==> src/rtl/zbuf_mem_scheduler.sv <==
// Arbitrates the single SRAM port between a full-buffer clear sweep and rasterizer pixel writes.
// Macro ZBUF_DEPTH_TEST_EN enables read-compare-conditional-write; without it pixels are written blind.
module zbuf_mem_scheduler #(
  parameter int          H_RES       = 640,
  parameter int          V_RES       = 400,
  parameter logic [15:0] CLEAR_VALUE = 16'hC000
) (
  input  logic        iCLK,
  input  logic        reset,
  input  logic        iVIDEO_ON,
  input  logic        iCLEAR_START,
  output logic        oCLEAR_BUSY,
  output logic        oCLEAR_DONE,
  input  logic        iPIX_VALID,
  output logic        oPIX_READY,
  input  logic [9:0]  iPIX_X,
  input  logic [9:0]  iPIX_Y,
  input  logic [15:0] iPIX_DATA,
  output logic        oPIX_WRITTEN,
  output logic        oPIX_REJECTED,
  input  logic [15:0] iGPU_DATA,
  output logic [15:0] oGPU_DATA,
  output logic [17:0] oMEM_ADDR,
  output logic        oMEM_READ,
  output logic        oMEM_WRITE
);

  localparam logic [17:0] LAST_ADDR = 18'(H_RES * V_RES - 1);
  localparam logic [17:0] ROW_WORDS = 18'(H_RES);
  localparam logic [10:0] X_LIMIT   = 11'(H_RES);
  localparam logic [10:0] Y_LIMIT   = 11'(V_RES);

  typedef enum logic [2:0] {IDLE, CLEAR, RD, CMP_WR, WR} state_t;

  state_t      state, state_nxt;
  logic        clear_pending, pending_nxt;
  logic [17:0] addr_nxt;
  logic [15:0] dat_nxt;
  logic        rd_nxt, wr_nxt;
  logic        written_nxt, rejected_nxt, done_nxt;
  logic        pix_fire, pix_clip;
  logic [17:0] pix_addr;
  logic        unused_gpu_bits;

  assign oPIX_READY  = (state == IDLE) & ~iVIDEO_ON & ~clear_pending & ~iCLEAR_START & ~reset;
  assign oCLEAR_BUSY = clear_pending;
  assign pix_fire    = iPIX_VALID & oPIX_READY;
  assign pix_clip    = ({1'b0, iPIX_X} >= X_LIMIT) | ({1'b0, iPIX_Y} >= Y_LIMIT);
  assign pix_addr    = {8'd0, iPIX_Y} * ROW_WORDS + {8'd0, iPIX_X};

`ifdef ZBUF_DEPTH_TEST_EN
  logic [15:0] pix_dat, pix_dat_nxt;

  // Only the stored depth bits take part in the test; color is overwritten wholesale.
  assign unused_gpu_bits = ^iGPU_DATA[13:0];

  always_ff @(posedge iCLK or posedge reset) begin
    if (reset) pix_dat <= '0;
    else       pix_dat <= pix_dat_nxt;
  end
`else
  assign unused_gpu_bits = ^iGPU_DATA;
`endif

  always_comb begin
    state_nxt    = state;
    pending_nxt  = clear_pending | iCLEAR_START;
    addr_nxt     = '0;
    dat_nxt      = CLEAR_VALUE;
    rd_nxt       = 1'b0;
    wr_nxt       = 1'b0;
    written_nxt  = 1'b0;
    rejected_nxt = 1'b0;
    done_nxt     = 1'b0;
`ifdef ZBUF_DEPTH_TEST_EN
    pix_dat_nxt  = pix_dat;
`endif
    case (state)
      IDLE: begin
        if (clear_pending && !iVIDEO_ON) begin
          state_nxt = CLEAR;
          wr_nxt    = 1'b1;
        end else if (pix_fire) begin
          if (pix_clip) begin
            rejected_nxt = 1'b1;
          end else begin
`ifdef ZBUF_DEPTH_TEST_EN
            state_nxt   = RD;
            rd_nxt      = 1'b1;
            addr_nxt    = pix_addr;
            pix_dat_nxt = iPIX_DATA;
`else
            state_nxt = WR;
            wr_nxt    = 1'b1;
            addr_nxt  = pix_addr;
            dat_nxt   = iPIX_DATA;
`endif
          end
        end
      end
      CLEAR: begin
        // oMEM_ADDR is the sweep pointer; it advances only past a write that actually went out.
        if (iCLEAR_START) begin
          addr_nxt = '0;
          wr_nxt   = ~iVIDEO_ON;
        end else if (oMEM_WRITE && (oMEM_ADDR == LAST_ADDR)) begin
          state_nxt   = IDLE;
          pending_nxt = 1'b0;
          done_nxt    = 1'b1;
        end else begin
          addr_nxt = oMEM_WRITE ? oMEM_ADDR + 18'd1 : oMEM_ADDR;
          wr_nxt   = ~iVIDEO_ON;
        end
      end
`ifdef ZBUF_DEPTH_TEST_EN
      RD: begin
        if (pix_dat[15:14] <= iGPU_DATA[15:14]) begin
          state_nxt = WR;
          wr_nxt    = 1'b1;
          addr_nxt  = oMEM_ADDR;
          dat_nxt   = pix_dat;
        end else begin
          state_nxt    = IDLE;
          rejected_nxt = 1'b1;
        end
      end
`endif
      WR: begin
        state_nxt   = IDLE;
        written_nxt = 1'b1;
      end
      default: state_nxt = IDLE;
    endcase
  end

  always_ff @(posedge iCLK or posedge reset) begin
    if (reset) begin
      state         <= IDLE;
      clear_pending <= 1'b0;
      oMEM_ADDR     <= '0;
      oGPU_DATA     <= CLEAR_VALUE;
      oMEM_READ     <= 1'b0;
      oMEM_WRITE    <= 1'b0;
      oPIX_WRITTEN  <= 1'b0;
      oPIX_REJECTED <= 1'b0;
      oCLEAR_DONE   <= 1'b0;
    end else begin
      state         <= state_nxt;
      clear_pending <= pending_nxt;
      oMEM_ADDR     <= addr_nxt;
      oGPU_DATA     <= dat_nxt;
      oMEM_READ     <= rd_nxt;
      oMEM_WRITE    <= wr_nxt;
      oPIX_WRITTEN  <= written_nxt;
      oPIX_REJECTED <= rejected_nxt;
      oCLEAR_DONE   <= done_nxt;
    end
  end

endmodule
==> config.mk <==
export PLATFORM = sky130hd
export DESIGN_NAME = zbuf_mem_scheduler
export DESIGN_NICKNAME = d
export VERILOG_FILES = /design/src/rtl/zbuf_mem_scheduler.sv
export SDC_FILE = /design/constraint.sdc
export NUM_CORES = 1
export LEC_CHECK = 0
export ABC_AREA = 1
export CAP_MARGIN = 20
export CORE_MARGIN = 1.5
export CORE_UTILIZATION = 51
export CTS_BUF_LIST = sky130_fd_sc_hd__clkbuf_8 sky130_fd_sc_hd__clkbuf_16
export DETAILED_ROUTE_END_ITERATION = 7
export PLACE_DENSITY = 0.85
export SYNTH_ARGS = -nofsm -noshare
export SYNTH_HDL_FRONTEND = slang
export SYNTH_SLANG_ARGS = --single-unit
==> constraint.sdc <==
create_clock -name iCLK -period 4.2 [get_ports iCLK]
set_input_delay 1.05 -clock iCLK [delete_from_list [all_inputs] [get_ports iCLK]]
set_output_delay 1.05 -clock iCLK [all_outputs]
set_load 0.05 [all_outputs]
==> results of run 1 <==
[logic make-up (layout without fill, tap and decap cells)]
kind of cell / after synthesis / count (layout) / share of synthesized area (%)
simple gates: 242 / 242 / 38.0
buf+inv: 66 / 147 / 9.39
flops: 41 / 41 / 33.4
compound gates: 32 / 32 / 7.27
fa+ha+maj: 21 / 21 / 9.02
xor+xnor: 10 / 10 / 2.84
other cells: 1 / 1 / 0.122
[synthesized netlist by cell type, types with 6 or more instances]
cell and instances:
nand2_1 113, inv_1 52, dfrtp_1 39, nor2_1 38, nand3_1 37, ha_1 19, nand4_1 11, nand2_2 10
xor2_1 9, nand3_2 8, o21ai_1 8, nor2_4 7, a21oi_1 6, nor3_1 6
[area by class of cell]
| class | count | area (sq um) |
|---|---|---|
| Multi-Input combinational cell | 306 | 1760 |
| Clock inverter | 2 | 13.8 |
| Timing Repair Buffer | 82 | 826 |
| Clock buffer | 6 | 82.6 |
| Sequential cell | 41 | 1030 |
| Fill cell | 489 | 1860 |
| Inverter | 57 | 215 |
| Tap cell | 75 | 93.8 |
[registers in the layout, indices dropped and copies added (netlist names)]
register	flops
oCLEAR_DONE	1
oPIX_WRITTEN	1
state	2
oMEM_ADDR	18
oPIX_REJECTED	1
oGPU_DATA	16
oCLEAR_BUSY	1
oMEM_WRITE	1
[power breakdown]
group | total [mW] | switching, mW | leakage [nW] | internal, mW
clock network | 0.276 | 0.142 | 0.0512 | 0.133
logic | 0.278 | 0.172 | 1.38 | 0.106
registers | 0.415 | 0.0127 | 0.553 | 0.403
[worst min-delay path by stage]
stage | startpoint | to | slack, ns | depth (start not counted)
after detailed placement | state[0] | oPIX_WRITTEN | 0.46 | 1
after CTS | state[0] | oPIX_WRITTEN | 0.47 | 1
final | state[0] | oPIX_WRITTEN | 0.47 | 1
after floorplan | state[0] | oPIX_WRITTEN | 0.44 | 1
after global placement | state[0] | oPIX_WRITTEN | 0.45 | 1
after global routing | state[0] | oPIX_WRITTEN | 0.48 | 1
[per-stage QoR]
stage / setup slack (ns) / util, % / hold WS (ns) / instance area (sq um) / cells
6_report: 0.766 / 68.3 / 0.471 / 4020 / 569
5_1_grt: 0.509 / 68.3 / 0.481 / 4020 / 569
4_1_cts: 0.766 / 68.3 / 0.471 / 4020 / 569
3_5_place_dp: 0.461 / 66.7 / 0.459 / 3930 / 561
2_1_floorplan: 0.710 / - / 0.442 / 3080 / 413
3_3_place_gp: 0.538 / 66.7 / 0.452 / 3930 / 561
[metal layers]
metal	routed length (um)	up-vias	global-route usage (%)
met5	0	-	0
met4	174	0	10.2
met3	309	16	2.27
met2	4070	103	43.9
met1	3170	1386	28.3
li1	-	1485	-
[worst register-to-register path, delay by kind of cell (launching register included)]
| kind | cells | cell delay (ns) |
|---|---|---|
| AOI/OAI and AO/OA | 2 | 0.55 |
| adders and majority gates | 1 | 0.26 |
| buffers and inverters | 1 | 0.08 |
| DFF | 1 | 0.46 |
| and+or+nand+nor | 5 | 0.76 |
[cell usage in the layout (no fill, tap or decap), types with 9 or more instances in the layout]
cell type,count
nand4_1,11
nand2_2,10
nor2_1,38
nand3_1,37
ha_1,19
dfrtp_1,39
inv_1,52
clkdlybuf4s50_1,79
xor2_1,9
nand2_1,113
==> out/qor.yml, run 1 <==
syn-num-nets: 491
crit_family: "adder cells"
drc_errors: 0
drive_gt1_share_pct: 12.1
finalCriticalPeriod_ns: 3.43
synthFlopType: "dfrtp_1"
synth.top_cell.area_share_pct: 31.7
status: "finished clean"
synth_top_area_cell: "dfrtp_1"
critPathMostFrequentCell: "nand2_1"
r2r_slack_ns: 1.97
endpoint_kind: "flip-flop"
grt_pass1_vias: 2823
syn_area_sq_mm: 0.00308
grt_max_degree: 42
grt_pass1_wl_um: 12300
cpMaxStageDelayCell: "fa_1"
antenna_found_initial: 0
place.gp.congestion: 0.882
ys_ff_latch: 41
r2r_end: "oMEM_ADDR[9]"
p_per_area_mw_per_mm2: 241
post-cts-setup-buffers: 0
clk-insertion-delay-late_ns: 0.29
setup_tns_ns: 0
worst-path-stages: 15
max_slew_margin_pct: 63.3
yosysWarnings: 0
skew_ns: 0.00700
num_rows: 28
numCtsBuffers: 5
period_share_pct: 81.8
grtUsageTotal_pct: 24.0
wire_per_inst_um: 13.6
clk_pin_slew_ns: 0.08
crit_path_end: "oMEM_ADDR[16]"
area_growth_pct: 30.6
worstSetupStartpoint: "iPIX_Y[1]"
cts_max_level: 2
cp_max_fo: 3
final-max-slew-violation-count: 0
avgViaCountPerCell: 5.25
crit_arrival_ns: 3.61
synth.area.top_cells: "dfrtp_1, nand2_1, ha_1"
holdBufCountCts: 0
critical_path_buf_inv_count: 2
cts.sinks: 41
hp-class: "reg -> reg"
die_area_sq_mm: 0.00651
num_antenna_cells: 0
cp.required_ns: 4.38
synthArstFlopShare_pct: 100
initial_utilization_pct: 52.3
fin_nets: 571
cp_cell_sequence: "clkdlybuf4s50_1 > ha_1 > ha_1 > fa_1 > nand2_1 > inv_1 > nand4_1 > nand2_1 > nand3_1 > nor2_1 > nand3_1 > nand3_1 > nand2_1 > nand2_1 > nand2_1"
initialDrtViolationCount: 153
cpPeakStageDelay_ns: 0.53
drv_cap: 0
finalPower_mw: 0.969
die_w_um: 80.7
avgSynthCellArea_sq_um: 7.46
wl_um: 7730
rsz0062_at_grt: "no"
die_h_um: 80.7
clock_path_buffers: 2
setup.worst_path.start_class: "input pin"
r2r-start: "oMEM_ADDR[0]"
io_buffers: 80
drtAntennaViolNets: 0
hpwlAfterDp_um: 6000
critPathKind: "in -> reg"
root_buffer: "clkbuf_8"
synth_edf_count: 0
synth-seq-area-share_pct: 33.4
drtPass1Iterations: 4
io_pins: 98
setup_violations: 0
tightest_slew_ns: 0.551
cts_tree: "done"
gr-total-overflow: 0
synthCells: 413
p_leak_nw: 1.98
worst-r2r-cell-count: 9
coreArea_sq_mm: 0.00589
netlist-cell-type-count: 42
vdd_drop_max_v: 0.000143
vias: 2990
final_hold_viol_count: 0
cts_resized: 0
max_freq_mhz: 291
No activity file was read; power rests on OpenSTA's default activity.
==> inputs of run 2 (changes only) <==
- CORE_UTILIZATION: 51 -> 47
- PLACE_DENSITY: 0.85 -> 0.79
- clock period: 4.2 -> 3.6 ns (I/O delays scaled with it)
==> run 2 against run 1 <==
Against the previous run:
- register-to-register slack worse by 0.39 ns
- clock power up 43%
- non-clock buffer count up 1
- largest power group unchanged
- clock skew down 0.0044 ns
- combinational power up 16%
- core utilization down 4.5 points
- sequential power up 17%
- critical endpoint unchanged
- sequential share of layout area down 0.21 points
- highest routed layer unchanged
- critical path depth unchanged
- power up 24%
- setup slack worse by 0.35 ns
==> out/qor.yml, run 2 (synthesized netlist as in run 1, its figures left out) <==
clk_pin_slew_ns: 0.08  # about the same
reg.largest.list: "oMEM_ADDR (18), oGPU_DATA (16), state (2)"
gr-total-overflow: 0  # unchanged
worst-r2r-cell-count: 11  # +2
cp_max_fo: 3  # unchanged
clock_path_buffers: 2  # unchanged
seqPwrFrac_pct: 40.3  # -2.6 points
avgViaCountPerCell: 5.06  # -3.7%
root_buffer: "clkbuf_8"
cts_max_level: 2  # unchanged
layout_common_cells: "nand2_1, clkdlybuf4s50_1, inv_1, dfrtp_1, nor2_1"
finish.utilization_pct: 63.9  # -4.5 points
drtAntennaViolNets: 0  # unchanged
p_sw_mw: 0.381  # +17%
hold_path_depth: 1  # unchanged
numCtsBuffers: 5  # unchanged
antenna_found_initial: 0  # unchanged
finalCriticalPeriod_ns: 3.18
max_slew_margin_pct: 63.9  # +0.65 points
setup_tns_ns: 0  # unchanged
coreArea_sq_mm: 0.00635  # +7.9%
p_leak_nw: 1.99  # +0.56%
area_growth_pct: 31.7
io_pins: 98  # unchanged
drive_gt1_share_pct: 12.3  # +0.18 points
hpwlAfterDp_um: 5830  # -2.9%
rsz0062_at_grt: "no"
tightest_slew_ns: 0.540  # -0.0114 ns
crit_arrival_ns: 3.38  # -0.23 ns
vias: 2895  # -3.2%
cts.sinks: 41  # unchanged
combPwrFrac_pct: 26.9  # -1.8 points
largest_reg_flops: 18  # unchanged
grt_pass1_vias: 2747  # -2.7%
drv_cap: 0  # unchanged
worstHoldStart: "state[0]"
die_area_sq_mm: 0.00705  # +8.2%
fin_area_sq_mm: 0.00406  # +0.84%
drtPass1Iterations: 5  # +1
grt_pass1_wl_um: 12800  # +3.8%
grtUsageTotal_pct: 22.3  # -1.6 points
grt_max_degree: 42  # unchanged
die_w_um: 83.9  # +4.0%
r2r-start: "state[0]"
cp.required_ns: 3.79  # -0.59 ns
clk-insertion-delay-late_ns: 0.29  # about the same
holdBufCountCts: 0  # unchanged
vdd_drop_max_v: 0.000271  # +90%
setup_violations: 0  # unchanged
p_sw_share_pct: 31.8  # -2.0 points
critPathKind: "in -> reg"
wire_per_inst_um: 13.3  # -2.2%
skew_ns: 0.00260  # -0.00440 ns
p_per_area_mw_per_mm2: 296  # +23%
status: "finished clean"
max_freq_mhz: 314
fin_cells: 572  # +0.53%
hp-class: "reg -> reg"
drc_errors: 0  # unchanged
endpoint_kind: "flip-flop"
final-max-slew-violation-count: 0  # unchanged
fill_cells: 547  # +12%
place_inst: 564  # +0.53%
die_h_um: 83.9  # +4.0%
io_buffers: 80  # unchanged
dpl_cell_area_sq_mm: 0.00394  # +0.26%
num_antenna_cells: 0  # unchanged
cts_tree: "done"
num_rows: 29  # +3.6%
cts_resized: 0  # unchanged
wl_um: 7600  # -1.7%
p_int_mw: 0.819  # +28%
final_hold_viol_count: 0  # unchanged
initial_utilization_pct: 48.5  # -3.8 points
hold_slack_ns: 0.475  # +0.00482 ns
clkPwrFrac_pct: 32.8  # +4.3 points
post-cts-setup-buffers: 0  # unchanged
worstSetupStartpoint: "iPIX_Y[1]"
regMostFlops: "oMEM_ADDR"
period_share_pct: 88.4
initialDrtViolationCount: 141  # -7.8%
place.gp.congestion: 0.861  # -2.4%
fin_nets: 572  # +0.18%
final_common_cell: "nand2_1"
setup.worst_path.start_class: "input pin"
run 2: changes by cell type in the layout (fill, tap and decap cells not counted), sizes merged:
cell / before / now
buf: 3 / 4
clkinvlp: 0 / 1
clkinv: 3 / 1
bufinv: 0 / 1
run 2: through the flow:
| stage | total power [mW] | worst slack, ns |
|---|---|---|
| detailed placement | 0.814 | 0.114 |
| finish | 1.20 | 0.417 |
| CTS | 1.21 | 0.428 |
| floorplan | 0.712 | 0.410 |
| global placement | 0.807 | 0.153 |
| global route | 1.27 | 0.134 |
run 2: final cells by class:
cell class / instances / area, sq um / share of cell area, %
clock inverter: 2 / 37.5 / 0.926
clock buffer: 6 / 82.6 / 2.04
timing repair buffer: 83 / 833 / 20.5
sequential: 41 / 1030 / 25.4
tap: 77 / 96.3 / 2.38
inverter: 57 / 215 / 5.31
multi-input combinational: 306 / 1760 / 43.4
run 2: per-layer routing:
layer / GRT usage (%) / wire [um] / up-vias
li1: - / - / 1481
met1: 28.1 / 3370 / 1340
met2: 40.4 / 3870 / 68
met3: 3.07 / 284 / 6
met5: 0 / 0 / -
met4: 5.37 / 71 / 0
run 2: worst max-delay path: stages:
cell             delay (ns)
clkdlybuf4s50_1        0.45
ha_1                   0.32
ha_1                   0.24
fa_1                   0.53
nand2_1                0.06
inv_1                  0.07
nand4_1                0.11
nand2_1                0.10
nand3_1                0.12
nor2_1                 0.15
nand3_1                0.09
nand3_1                0.09
nand2_1                0.05
nand2_1                0.05
nand2_1                0.05
run 2: power by group through the flow:
| stage | clock network, mW | registers (mW) | logic (mW) |
|---|---|---|---|
| floorplan | 0 | 0.518 | 0.194 |
| global placement | 0 | 0.492 | 0.315 |
| detailed placement | 0 | 0.493 | 0.321 |
| CTS | 0.402 | 0.484 | 0.324 |
| global route | 0.422 | 0.486 | 0.358 |
| finish | 0.394 | 0.484 | 0.323 |
run 2: final timing paths:
| check | endpoint | slack (ns) |
|---|---|---|
| min in group asynchronous | oMEM_ADDR[8] | 1.09 |
| max reg2reg | oMEM_ADDR[14] | 1.58 |
| max | oMEM_ADDR[16] | 0.42 |
| max in group asynchronous | oGPU_DATA[14] | 2.14 |
| min | oPIX_WRITTEN | 0.48 |
| min reg2reg | oPIX_WRITTEN | 0.48 |
==> inputs of run 3 (changes only) <==
- CTS_CLUSTER_DIAMETER: default -> 150
- SETUP_SLACK_MARGIN: default -> 0.2
==> run 3 against run 2 <==
Against the previous run:
- die area stayed put
- final cell count is 0.52% higher
- combinational power is 2% higher
- setup slack worse by 0.019 ns
- critical path type unchanged
- maximum frequency is 0.59% lower
- sequential share of layout area is 0.17 points lower
- largest cell class unchanged
- hold slack hardly changed
- critical endpoint unchanged
==> out/qor.yml, run 3 (synthesized netlist as in run 1, its figures left out) <==
root_buffer: "clkbuf_8"
holdBufCountCts: 0  # unchanged
seqPwrFrac_pct: 40.1  # -0.2 points
drc_errors: 0  # unchanged
final_common_cell: "nand2_1"
rsz0062_at_grt: "no"
final_hold_viol_count: 0  # unchanged
clock_path_buffers: 2  # unchanged
vias: 2913  # +0.62%
wire_per_inst_um: 13.3  # about the same
p_sw_mw: 0.383  # +0.39%
drtPass1Iterations: 4  # -1
skew_ns: 0.00261  # +0.00000489 ns
cts_tree: "done"
io_buffers: 80  # unchanged
initialDrtViolationCount: 143  # +1.4%
r2r_slack_ns: 1.57  # about the same
status: "finished clean"
p_leak_nw: 2.00  # +0.58%
drive_gt1_share_pct: 13.3  # +0.93 points
setup.worst_path.start_class: "input pin"
drtAntennaViolNets: 0  # unchanged
period_share_pct: 88.9  # +0.52 points
p_int_mw: 0.824  # +0.60%
antenna_found_initial: 0  # unchanged
fin_nets: 575  # +0.52%
layout_common_cells: "nand2_1, clkdlybuf4s50_1, inv_1, dfrtp_1"
max_freq_mhz: 312  # -0.59%
worst-r2r-cell-count: 11  # unchanged
clk_pin_slew_ns: 0.08  # about the same
critPathKind: "in -> reg"
area_growth_pct: 32.6
reg.largest.list: "oMEM_ADDR (18), oGPU_DATA (16), state (2)"
cts_max_level: 2  # unchanged
grt_pass1_vias: 2747  # unchanged
setup_tns_ns: 0  # unchanged
cts.sinks: 41  # unchanged
max_slew_margin_pct: 64.1  # +0.23 points
grt_max_degree: 42  # unchanged
final-max-slew-violation-count: 0  # unchanged
initial_utilization_pct: 48.5  # unchanged
regMostFlops: "oMEM_ADDR"
gr-total-overflow: 0  # unchanged
drv_cap: 0  # unchanged
finalPower_mw: 1.21  # +0.53%
grt_pass1_wl_um: 12800  # unchanged
worstHoldStart: "state[0]"
die_w_um: 83.9  # unchanged
endpoint_kind: "flip-flop"
cp.required_ns: 3.79  # about the same
largest_reg_flops: 18  # unchanged
combPwrFrac_pct: 27.3  # +0.4 points
holdPathEnd: "oPIX_WRITTEN"
num_antenna_cells: 0  # unchanged
p_sw_share_pct: 31.7  # -0.046 points
finalCriticalPeriod_ns: 3.20  # +0.0189 ns
vdd_drop_max_v: 0.000271  # about the same
r2r_end: "oMEM_ADDR[14]"
r2r-start: "state[0]"
wl_um: 7640  # +0.59%
fill_cells: 543  # -0.73%
num_rows: 29  # unchanged
avgViaCountPerCell: 5.07  # about the same
tightest_slew_ns: 0.536  # -0.00348 ns
io_pins: 98  # unchanged
clkPwrFrac_pct: 32.6  # -0.2 points
hp-class: "reg -> reg"
finish.utilization_pct: 64.3  # +0.43 points
die_area_sq_mm: 0.00705  # unchanged
multi_input_area_sq_mm: 0.00177  # +0.28%
p_per_area_mw_per_mm2: 296  # -0.14%
clk-insertion-delay-late_ns: 0.29  # about the same
crit_arrival_ns: 3.39  # about the same
regArea_sq_mm: 0.00103  # unchanged
hold_path_depth: 1  # unchanged
coreArea_sq_mm: 0.00635  # unchanged
numCtsBuffers: 5  # unchanged
place.gp.congestion: 0.861  # unchanged
die_h_um: 83.9  # unchanged
setup_violations: 0  # unchanged
grtUsageTotal_pct: 22.3  # unchanged
hpwlAfterDp_um: 5830  # unchanged
cp_max_fo: 3  # unchanged
## run 3: per-layer routing
metal	GRT usage, %	part of all wire, %
met4	5.37	0.93
met5	0	0
met1	28.1	44
met3	3.07	3.6
met2	40.4	51
## run 3: power by group through the flow
| stage | clock (mW) | combinational (mW) | sequential (mW) |
|---|---|---|---|
| final | 0.394 | 0.330 | 0.484 |
| after CTS | 0.402 | 0.324 | 0.484 |
| after global placement | 0 | 0.315 | 0.492 |
| after detailed placement | 0 | 0.321 | 0.493 |
| after floorplan | 0 | 0.194 | 0.518 |
| after global routing | 0.422 | 0.365 | 0.486 |
## run 3: worst max path at each step
stage | from | end | cells past startpoint
floorplan | reset | oPIX_READY | 3
detailed placement | iPIX_Y[1] | oMEM_ADDR[16] | 15
global placement | iPIX_Y[1] | oMEM_ADDR[16] | 15
global route | iPIX_Y[1] | oMEM_ADDR[16] | 16
CTS | iPIX_Y[1] | oMEM_ADDR[16] | 15
finish | iPIX_Y[1] | oMEM_ADDR[16] | 15
## run 3: repair_timing
item | in CTS | in global routing
gates resized for setup | 0 | 2
setup buffers | 0 | 3
setup endpoints to repair | 0 | 1
## run 3: per-stage QoR
step / worst slack (ns) / hold slack (ns) / area [sq um] / std cells
final: 0.398 / 0.475 / 4080 / 575
after floorplan: 0.410 / 0.442 / 3080 / 413
after detailed placement: 0.114 / 0.461 / 3940 / 564
after CTS: 0.428 / 0.475 / 4060 / 572
after global routing: 0.181 / 0.508 / 4080 / 575
after global placement: 0.153 / 0.456 / 3940 / 564
## run 3: area by class of cell
class	count	share of cell area (%)
sequential	41	25.2
inverter	57	5.27
timing repair buffer	86	21.0
clock inverter	2	0.919
clock buffer	6	2.02
multi-input combinational	306	43.3
tap	77	2.36
## run 3: critical path, stage by stage
cell,delay (ns)
clkdlybuf4s50_1,0.45
ha_1,0.32
ha_2,0.21
fa_1,0.55
nand2_1,0.06
inv_1,0.06
nand4_1,0.11
nand2_1,0.11
nand3_1,0.14
nor2_2,0.16
nand3_1,0.08
nand3_1,0.09
nand2_1,0.05
nand2_1,0.05
nand2_1,0.05
